`src/rtl/mult8_seq_ctrl_pkg.sv`:
```
// Shared constants for the nibble-serial 8x8 multiplier controller.
// State encoding, step width and per-step partial-product shifts.
package mult8_seq_ctrl_pkg;

  localparam int STEP_W = 2;
  localparam int NIB_W  = 4;

  localparam logic [1:0] ST_IDLE = 2'd0;
  localparam logic [1:0] ST_MUL  = 2'd1;
  localparam logic [1:0] ST_DONE = 2'd2;

  // lo*lo -> 0, hi*lo -> 4, lo*hi -> 4, hi*hi -> 8
  function automatic logic [3:0] step_shift(
    input logic [STEP_W-1:0] s
  );
    logic [3:0] sh;
    case (s)
      2'd0:    sh = 4'd0;
      2'd1:    sh = 4'd4;
      2'd2:    sh = 4'd4;
      default: sh = 4'd8;
    endcase
    return sh;
  endfunction

endpackage

```
`src/rtl/mult8_seq_ctrl_bitmultiplier.sv`:
```
// Combinational 4x4 unsigned array multiplier cell.
// Each set bit of b adds a shifted copy of a into the row sum.
module bitmultiplier
  import mult8_seq_ctrl_pkg::*;
(
  input  logic [NIB_W-1:0]   a,
  input  logic [NIB_W-1:0]   b,
  output logic [2*NIB_W-1:0] p
);

  // sum of shifted partial-product rows
  always_comb begin
    p = '0;
    for (int i = 0; i < NIB_W; i++) begin
      if (b[i]) p = p + ((2*NIB_W)'(a) << i);
    end
  end

endmodule

```
`src/rtl/mult8_seq_ctrl.sv`:
```
// 8x8 unsigned multiplier sequencer around one 4x4 cell.
// Four nibble products are shifted and accumulated, one per cycle.
module mult8_seq_ctrl
  import mult8_seq_ctrl_pkg::*;
#(
  parameter bit ZERO_SKIP = 1'b1
) (
  input  logic        clk,
  input  logic        rst_n,
  input  logic        in_valid,
  output logic        in_ready,
  input  logic [7:0]  in_a,
  input  logic [7:0]  in_b,
  output logic        out_valid,
  input  logic        out_ready,
  output logic [15:0] out_p,
  output logic        busy
);

  logic [1:0]        state;
  logic [STEP_W-1:0] step;
  logic [7:0]        a_q;
  logic [7:0]        b_q;
  logic [15:0]       acc;
  logic [15:0]       p_q;

  logic [NIB_W-1:0]   a_nib;
  logic [NIB_W-1:0]   b_nib;
  logic [2*NIB_W-1:0] pp;
  logic [15:0]        acc_nx;
  logic               skip;

  // step bit0 picks the high a nibble, bit1 the high b nibble
  assign a_nib = step[0] ? a_q[7:4] : a_q[3:0];
  assign b_nib = step[1] ? b_q[7:4] : b_q[3:0];

  bitmultiplier u_cell (
    .a (a_nib),
    .b (b_nib),
    .p (pp)
  );

  assign acc_nx = acc + (16'(pp) << step_shift(step));

  assign skip = ZERO_SKIP
             && ((in_a == 8'd0) || (in_b == 8'd0));

  assign in_ready  = (state == ST_IDLE);
  assign out_valid = (state == ST_DONE);
  assign busy      = (state != ST_IDLE);
  assign out_p     = p_q;

  // accept, accumulate four partial products, hand off
  always_ff @(posedge clk) begin
    if (!rst_n) begin
      state <= ST_IDLE;
      step  <= '0;
      a_q   <= '0;
      b_q   <= '0;
      acc   <= '0;
      p_q   <= '0;
    end else begin
      case (state)
        ST_IDLE: begin
          if (in_valid) begin
            a_q  <= in_a;
            b_q  <= in_b;
            acc  <= '0;
            step <= '0;
            if (skip) begin
              p_q   <= '0;
              state <= ST_DONE;
            end else begin
              state <= ST_MUL;
            end
          end
        end
        ST_MUL: begin
          acc  <= acc_nx;
          step <= step + 2'd1;
          if (step == 2'd3) begin
            p_q   <= acc_nx;
            state <= ST_DONE;
          end
        end
        ST_DONE: begin
          if (out_ready) state <= ST_IDLE;
        end
        default: state <= ST_IDLE;
      endcase
    end
  end

endmodule

```
`config.mk`:
```
export PLATFORM = sky130hd
export DESIGN_NAME = mult8_seq_ctrl
export DESIGN_NICKNAME = d
export VERILOG_FILES = /design/src/rtl/mult8_seq_ctrl_pkg.sv /design/src/rtl/mult8_seq_ctrl_bitmultiplier.sv /design/src/rtl/mult8_seq_ctrl.sv
export SDC_FILE = /design/constraint.sdc
export NUM_CORES = 1
export LEC_CHECK = 0
export BUFFER_PORTS_ARGS = -buffer_cell sky130_fd_sc_hd__buf_4
export CAP_MARGIN = 20
export CORE_MARGIN = 5
export CORE_UTILIZATION = 41
export DETAILED_ROUTE_END_ITERATION = 12
export SLEW_MARGIN = 10
export SYNTH_ARGS = -nofsm -noshare
export SYNTH_HDL_FRONTEND = slang
export SYNTH_SLANG_ARGS = --single-unit
```
`constraint.sdc`:
```
create_clock -name clk -period 5.8 [get_ports clk]
set_clock_uncertainty 0.2 [all_clocks]
set_input_delay 0.58 -clock clk [delete_from_list [all_inputs] [get_ports clk]]
set_output_delay 0.58 -clock clk [all_outputs]
set_load 0.005 [all_outputs]
```
---- Yosys cells after proc, flatten, opt, wreduce, memory -nomap -nowiden ----
Cells that the tools add are included.
storage, ports and cells
  register bits after elaboration ......... 52
  bits in latches ......................... 0
  RAM bits ................................ 0
  memory bits (read-only) ................. 0
  input port bits ......................... 20
  output and inout bits ................... 19
  word-level logic and storage cells ...... 53
  memories ................................ 0
operators by class
  add/subtract/negate cells ............... 5
  multipliers ............................. 0
  divide/modulo/power cells ............... 0
  order comparisons ....................... 0
  equal/unequal tests ..................... 9
  shifts and indexed selects .............. 1
  muxes and demuxes ....................... 20
  bitwise operators ....................... 0
  reduce and logical (&&, ||, !) cells .... 12
operator list
  operator                                               count
  two-way mux 16 bit                                     4
  one-hot mux 16 bit (2 select lines)                    2
  two-way mux 8 bit                                      3
  adder 16 bit                                           1
  logical NOT 8 bit                                      2
  << shifter 8 x 4 -> 16 bit                             1
  two-way mux 4 bit                                      3
  two-way mux 2 bit                                      5
  adder 8 x 5 -> 8 bit                                   1
  adder 8 x 6 -> 8 bit                                   1
  adder 8 x 7 -> 8 bit                                   1
  one-hot mux 4 bit (2 select lines)                     1
  equality test 2 bit, second input constant             3
  one-hot mux 2 bit (3 select lines)                     1
  equality test 2 x 1 -> 1 bit, second input constant    2
  logical NOT 2 bit                                      2
  inequality test 2 x 1 -> 1 bit, second input constant  2
  inequality test 2 bit, second input constant           2
  one-hot mux 2 bit (2 select lines)                     1
  AND reduction 2 bit                                    2
  AND reduction 4 bit                                    1
  nonzero test 2 bit                                     2
  AND reduction 3 bit                                    1
  adder 2 x 1 -> 2 bit, second input constant            1
  2 further kinds                                        2

---- Logic depth before layout (Yosys ltp) ----
  word-level depth ........................ 12
  depth in mapped cells ................... 32
  mapped depth without buffers ............ 31

---- By module ----
A second synthesis with hierarchy kept.
unflattened totals
  cells, all modules ...................... 408
  area total of the unflattened synthesis .. 3,470.8 sq um
modules (own cells, without submodules)
  module          instances  cells each  area each (sq um)  sequential area each (sq um)
  mult8_seq_ctrl  1          339         2,907.8            1,041.0
  bitmultiplier   1          69          563.0              0.0

---- Worst setup path before layout ----
Ideal clock, no wire load.
  path type ............................... register -> register
  from .................................... register step[0]
  to ...................................... register p_q[15], in the netlist out_p[15]
  library setup time ...................... 62 ps
  data arrival time ....................... 5,972 ps
  required time ........................... 5,538 ps
  path slack .............................. -435 ps
  cell stages (with the launch flop) ...... 31
  path buffers ............................ 2
  period minus slack after synthesis ...... 6,235 ps
  cell sequence ........................... dfxtp_1 -> buf_6 -> mux2_1 -> buf_4 -> xnor2_1 -> ha_1 -> nor3_2 -> a32o_2 -> o21ai_0 -> nand2_1 -> ha_1 -> nand2b_1 -> nor2_1 -> a311o_1 -> or2_2 -> xnor2_1 -> ha_1 -> a2111oi_0 -> xor2_1 -> nor2_1 -> a211oi_1 -> nor3_1 -> ha_1 -> o21ai_0 -> a21oi_1 -> a21bo_2 -> a211o_1 -> a31oi_1 -> nand3b_1 -> a2111o_1 -> nand3_1
on the way
  word-level cells in the longest chain between the ends .. 12
  elaborated cells on any way between the ends .. 20
  those cells by class .................... 4 x add/sub; 4 x eq/ne; 1 x shift; 8 x mux; 3 x reduce/logical
ends and longest elaborated chain
  item                                 RTL line                            RTL
  start, declared                      mult8_seq_ctrl.sv:21                logic [STEP_W-1:0] step;
  start signal, assigned               mult8_seq_ctrl.sv:80                step <= step + 2'd1;
  two-way mux 4 bit                    mult8_seq_ctrl.sv:34                assign a_nib = step[0] ? a_q[7:4] : a_q[3:0];
  two-way mux 4 bit                    mult8_seq_ctrl_bitmultiplier.sv:15  if (b[i]) p = p + ((2*NIB_W)'(a) << i);
  adder 8 x 5 -> 8 bit                 mult8_seq_ctrl_bitmultiplier.sv:15
  two-way mux 8 bit                    mult8_seq_ctrl_bitmultiplier.sv:15
  adder 8 x 6 -> 8 bit                 mult8_seq_ctrl_bitmultiplier.sv:15
  two-way mux 8 bit                    mult8_seq_ctrl_bitmultiplier.sv:15
  adder 8 x 7 -> 8 bit                 mult8_seq_ctrl_bitmultiplier.sv:15
  two-way mux 8 bit                    mult8_seq_ctrl_bitmultiplier.sv:15
  << shifter 8 x 4 -> 16 bit           mult8_seq_ctrl.sv:43                assign acc_nx = acc + (16'(pp) << step_shift(step));
  adder 16 bit                         mult8_seq_ctrl.sv:43
  two-way mux 16 bit                   mult8_seq_ctrl.sv:81                if (step == 2'd3) begin
  one-hot mux 16 bit (2 select lines)  mult8_seq_ctrl.sv:63                case (state)
  end signal, assigned                 mult8_seq_ctrl.sv:82                p_q <= acc_nx;
  end, declared                        mult8_seq_ctrl.sv:25                logic [15:0] p_q;
Parallel ways exist; a longest one is shown, timed or not. The select of a mux whose other input is x is not followed.
A chain may end at the register's enable or synchronous reset.

---- Worst setup path in the final report ----
  from .................................... register step[0]
  to ...................................... register acc[15]
on the way
  word-level cells in the longest chain between the ends .. 11
  elaborated cells on any way between the ends .. 16
  those cells by class .................... 4 x add/sub; 2 x eq/ne; 1 x shift; 7 x mux; 2 x reduce/logical
ends and longest elaborated chain
  item                                   RTL line                            RTL
  two-way mux 4 bit                      mult8_seq_ctrl.sv:34
  two-way mux 4 bit                      mult8_seq_ctrl_bitmultiplier.sv:15
  adder 8 x 5 -> 8 bit                   mult8_seq_ctrl_bitmultiplier.sv:15
  two-way mux 8 bit                      mult8_seq_ctrl_bitmultiplier.sv:15
  adder 8 x 6 -> 8 bit                   mult8_seq_ctrl_bitmultiplier.sv:15
  two-way mux 8 bit                      mult8_seq_ctrl_bitmultiplier.sv:15
  adder 8 x 7 -> 8 bit                   mult8_seq_ctrl_bitmultiplier.sv:15
  two-way mux 8 bit                      mult8_seq_ctrl_bitmultiplier.sv:15
  << shifter 8 x 4 -> 16 bit *           mult8_seq_ctrl.sv:43
  adder 16 bit *                         mult8_seq_ctrl.sv:43
  one-hot mux 16 bit (2 select lines) *  mult8_seq_ctrl.sv:63
  end signal, assigned                   mult8_seq_ctrl.sv:79                acc <= acc_nx;
  end, declared                          mult8_seq_ctrl.sv:24                logic [15:0] acc;
Mark *: on every way between the ends. The rest lies on a longest branch, timed or not.

==> run metrics <==
WL final=10000 um; Least-Margin Pin Slew=1.06 ns; wire length per cell=15.3 um; Yosys warnings=0; share of synthesized registers carrying an async set or reset=0; router iterations before antenna repair=4; area leader, netlist=dfxtp_1; Final Worst Setup Slack=-0.106 ns; FMAX=169 MHz; Core Footprint=0.00872 mm^2; Multi-input gate area=0.00272 mm^2; leakage power=2.11 nW; GRT busiest layer=met2; met3 usage=0.0304; Worst setup EP type=register; IO Port Bufs=38; final hold violation count=0; final cell count without fillers=653; CTS tree=yes; HPWL Detailed=7600 um; endpoints failing setup=4; most instantiated cells after synthesis=nand2_1, a21oi_1, dfxtp_1, nor2_1, ha_1; Longest Clk Path Bufs=2; vias in the first global route=3514; routed vias=3632; Slew Limit Fails=0; Area Overhead vs Synth=31.3%; pin count of the biggest net entering global routing=28; Synth area leaders=dfxtp_1, ha_1, a21oi_1; n_diodes=0; initial core utilization=0.419; net count after synthesis=505; critical path's largest stage delay=0.42 ns; RePlAce Congestion=0.849; Max-slew headroom=0.295; post-synthesis area per instance=7.97 um^2; Top delay family on crit path=compound AO/OA/AOI/OAI gates; Worst VDD drop=0.113 mV; Min-Delay Path Class=reg -> reg; Worst path slowest cell=dfxtp_4; first-pass GRT wire length=16600 um; failing checks=setup timing; CTS sink count=52; gr ovfl total=0; Total GRT Usage=0.179; initial antenna violation count=0; fin crit period=5.91 ns; most numerous cell in the Yosys netlist=nand2_1; FF+latch area=0.00105 mm^2; Cell variety after synth=66; Die Ht=104 um; CTS Buf Count=5; number of fill cells=827; row cnt=34; RSZ-0062 raised after global routing=yes; die span in x=104 um; Iter 0 DRT Violations=109; max-cap viol count=0; Clock Pin Slew Worst Setup and Hold Paths=0.09 ns; Skew-Pair Late Insertion Delay=0.30 ns; Period Utilization, post-route=1.02; # DRC=0; count of flip-flops with a built-in enable after synthesis=0; Routed Antenna Nets=0; Place WS=-0.363 ns; synthesis-stage register bit count=52; CP Data Arrival Time=5.95 ns; Crit path buffers/inverters=2; grt met1 use=0.219; Post-Syn Instances=458; DIE AREA=0.0109 mm^2; post-synthesis sequential area ratio=0.285; Synth top area share=0.285; Ports=39; placed cells=633; Crit Path Max Fanout=6; root buffer cell=clkbuf_8; Startpoint Class=register; # H-tree levels=2; Via density=5.56; Main synth FF type=dfxtp_1; Final #Nets=592; CP required=5.84 ns; WS Path Type=reg -> reg; met2 Track Usage GR=0.329; outcome=finished with violations; pwr dens=176 mW/mm^2; Overall Power=0.843 mW; layout cells sized above 1=0.314; Cell Area, Synth=0.00365 mm^2
[routing by layer]
layer | vias to the layer above | share of wire
met5 | - | 0
met4 | 0 | 0.0080
met3 | 6 | 0.034
met2 | 55 | 0.51
met1 | 1721 | 0.45
li1 | 1850 | -
[state kept, by name, summed over array words and instances (netlist names)]
signal  count
acc        16
out_p      16
a_q         8
b_q         8
state       2
step        2
[logic make-up after synthesis]
logic type	count (synthesis)	synth area share
and+or+nand+nor	185	0.232
muxes	19	0.0695
buffers and inverters	30	0.0370
DFF	52	0.285
AOI/OAI and AO/OA	132	0.251
xor gates and xnor gates	12	0.0288
adders and majority gates	28	0.0973
[tightest hold or removal path: cells and delay by family, from the launching register on]
family | cells | cell delay (ns)
DFF | 1 | 0.32
AOI/OAI and AO/OA | 1 | 0.05
and+or+nand+nor | 1 | 0.05
[what timing repair did]
item	CTS	global route
setup endpoints to repair	14	18
gates resized for setup	12	21
pin swaps	21	11
buffers inserted	8	6
hold buffers	0	0
[power breakdown]
group          leakage (nW)  switching (mW)  internal (mW)
clock                0.0503           0.117          0.107
combinational          1.64           0.134          0.102
sequential            0.423          0.0138          0.370
[layout make-up]
cell class,count,area share
clock buffer,7,0.0201
inverter,9,0.00861
multi-input combinational,376,0.567
sequential,52,0.218
tap,108,0.0282
timing repair buffer,101,0.158
[path summary, 6_finish.rpt]
| check | from | to | slack, ns | cells past startpoint |
|---|---|---|---|---|
| worst max-delay path | step[0]$_SDFFE_PN0P_ | acc[15]$_SDFFE_PN0P_ | -0.11 | 30 |
| worst min-delay path | out_p[9]$_SDFFE_PN0P_ | out_p[9]$_SDFFE_PN0P_ | 0.27 | 2 |
| worst max register to register | step[0]$_SDFFE_PN0P_ | acc[15]$_SDFFE_PN0P_ | -0.11 | 30 |
| worst min register to register | out_p[9]$_SDFFE_PN0P_ | out_p[9]$_SDFFE_PN0P_ | 0.27 | 2 |
[per-stage QoR]
| step | cell area, um^2 | util | hold slack (ns) | TNS, ns |
|---|---|---|---|---|
| 6_report | 4800 | 0.550 | 0.266 | -0.272 |
| 5_1_grt | 4800 | 0.550 | 0.287 | -3.11 |
| 4_1_cts | 4620 | 0.530 | 0.272 | -0.276 |
| 3_5_place_dp | 4410 | 0.506 | 0.256 | -1.57 |
| 3_3_place_gp | 4410 | 0.506 | 0.248 | -0.871 |
| 2_1_floorplan | 3710 | - | 0.233 | -0.303 |
[cells in the final DEF (no fill, tap or decap), types with 6 or more instances in the layout]
master	instances
nand3_1	18
mux2i_1	6
o21ai_0	7
a22oi_1	10
ha_1	22
a211o_1	6
nor2_1	44
a21oi_1	50
clkbuf_8	7
dfxtp_1	50
inv_1	7
nor3_1	15
o22ai_1	6
nand2b_1	7
nand2_1	64
a21o_1	6
buf_4	101
No activity file was read; power rests on OpenSTA's default activity.
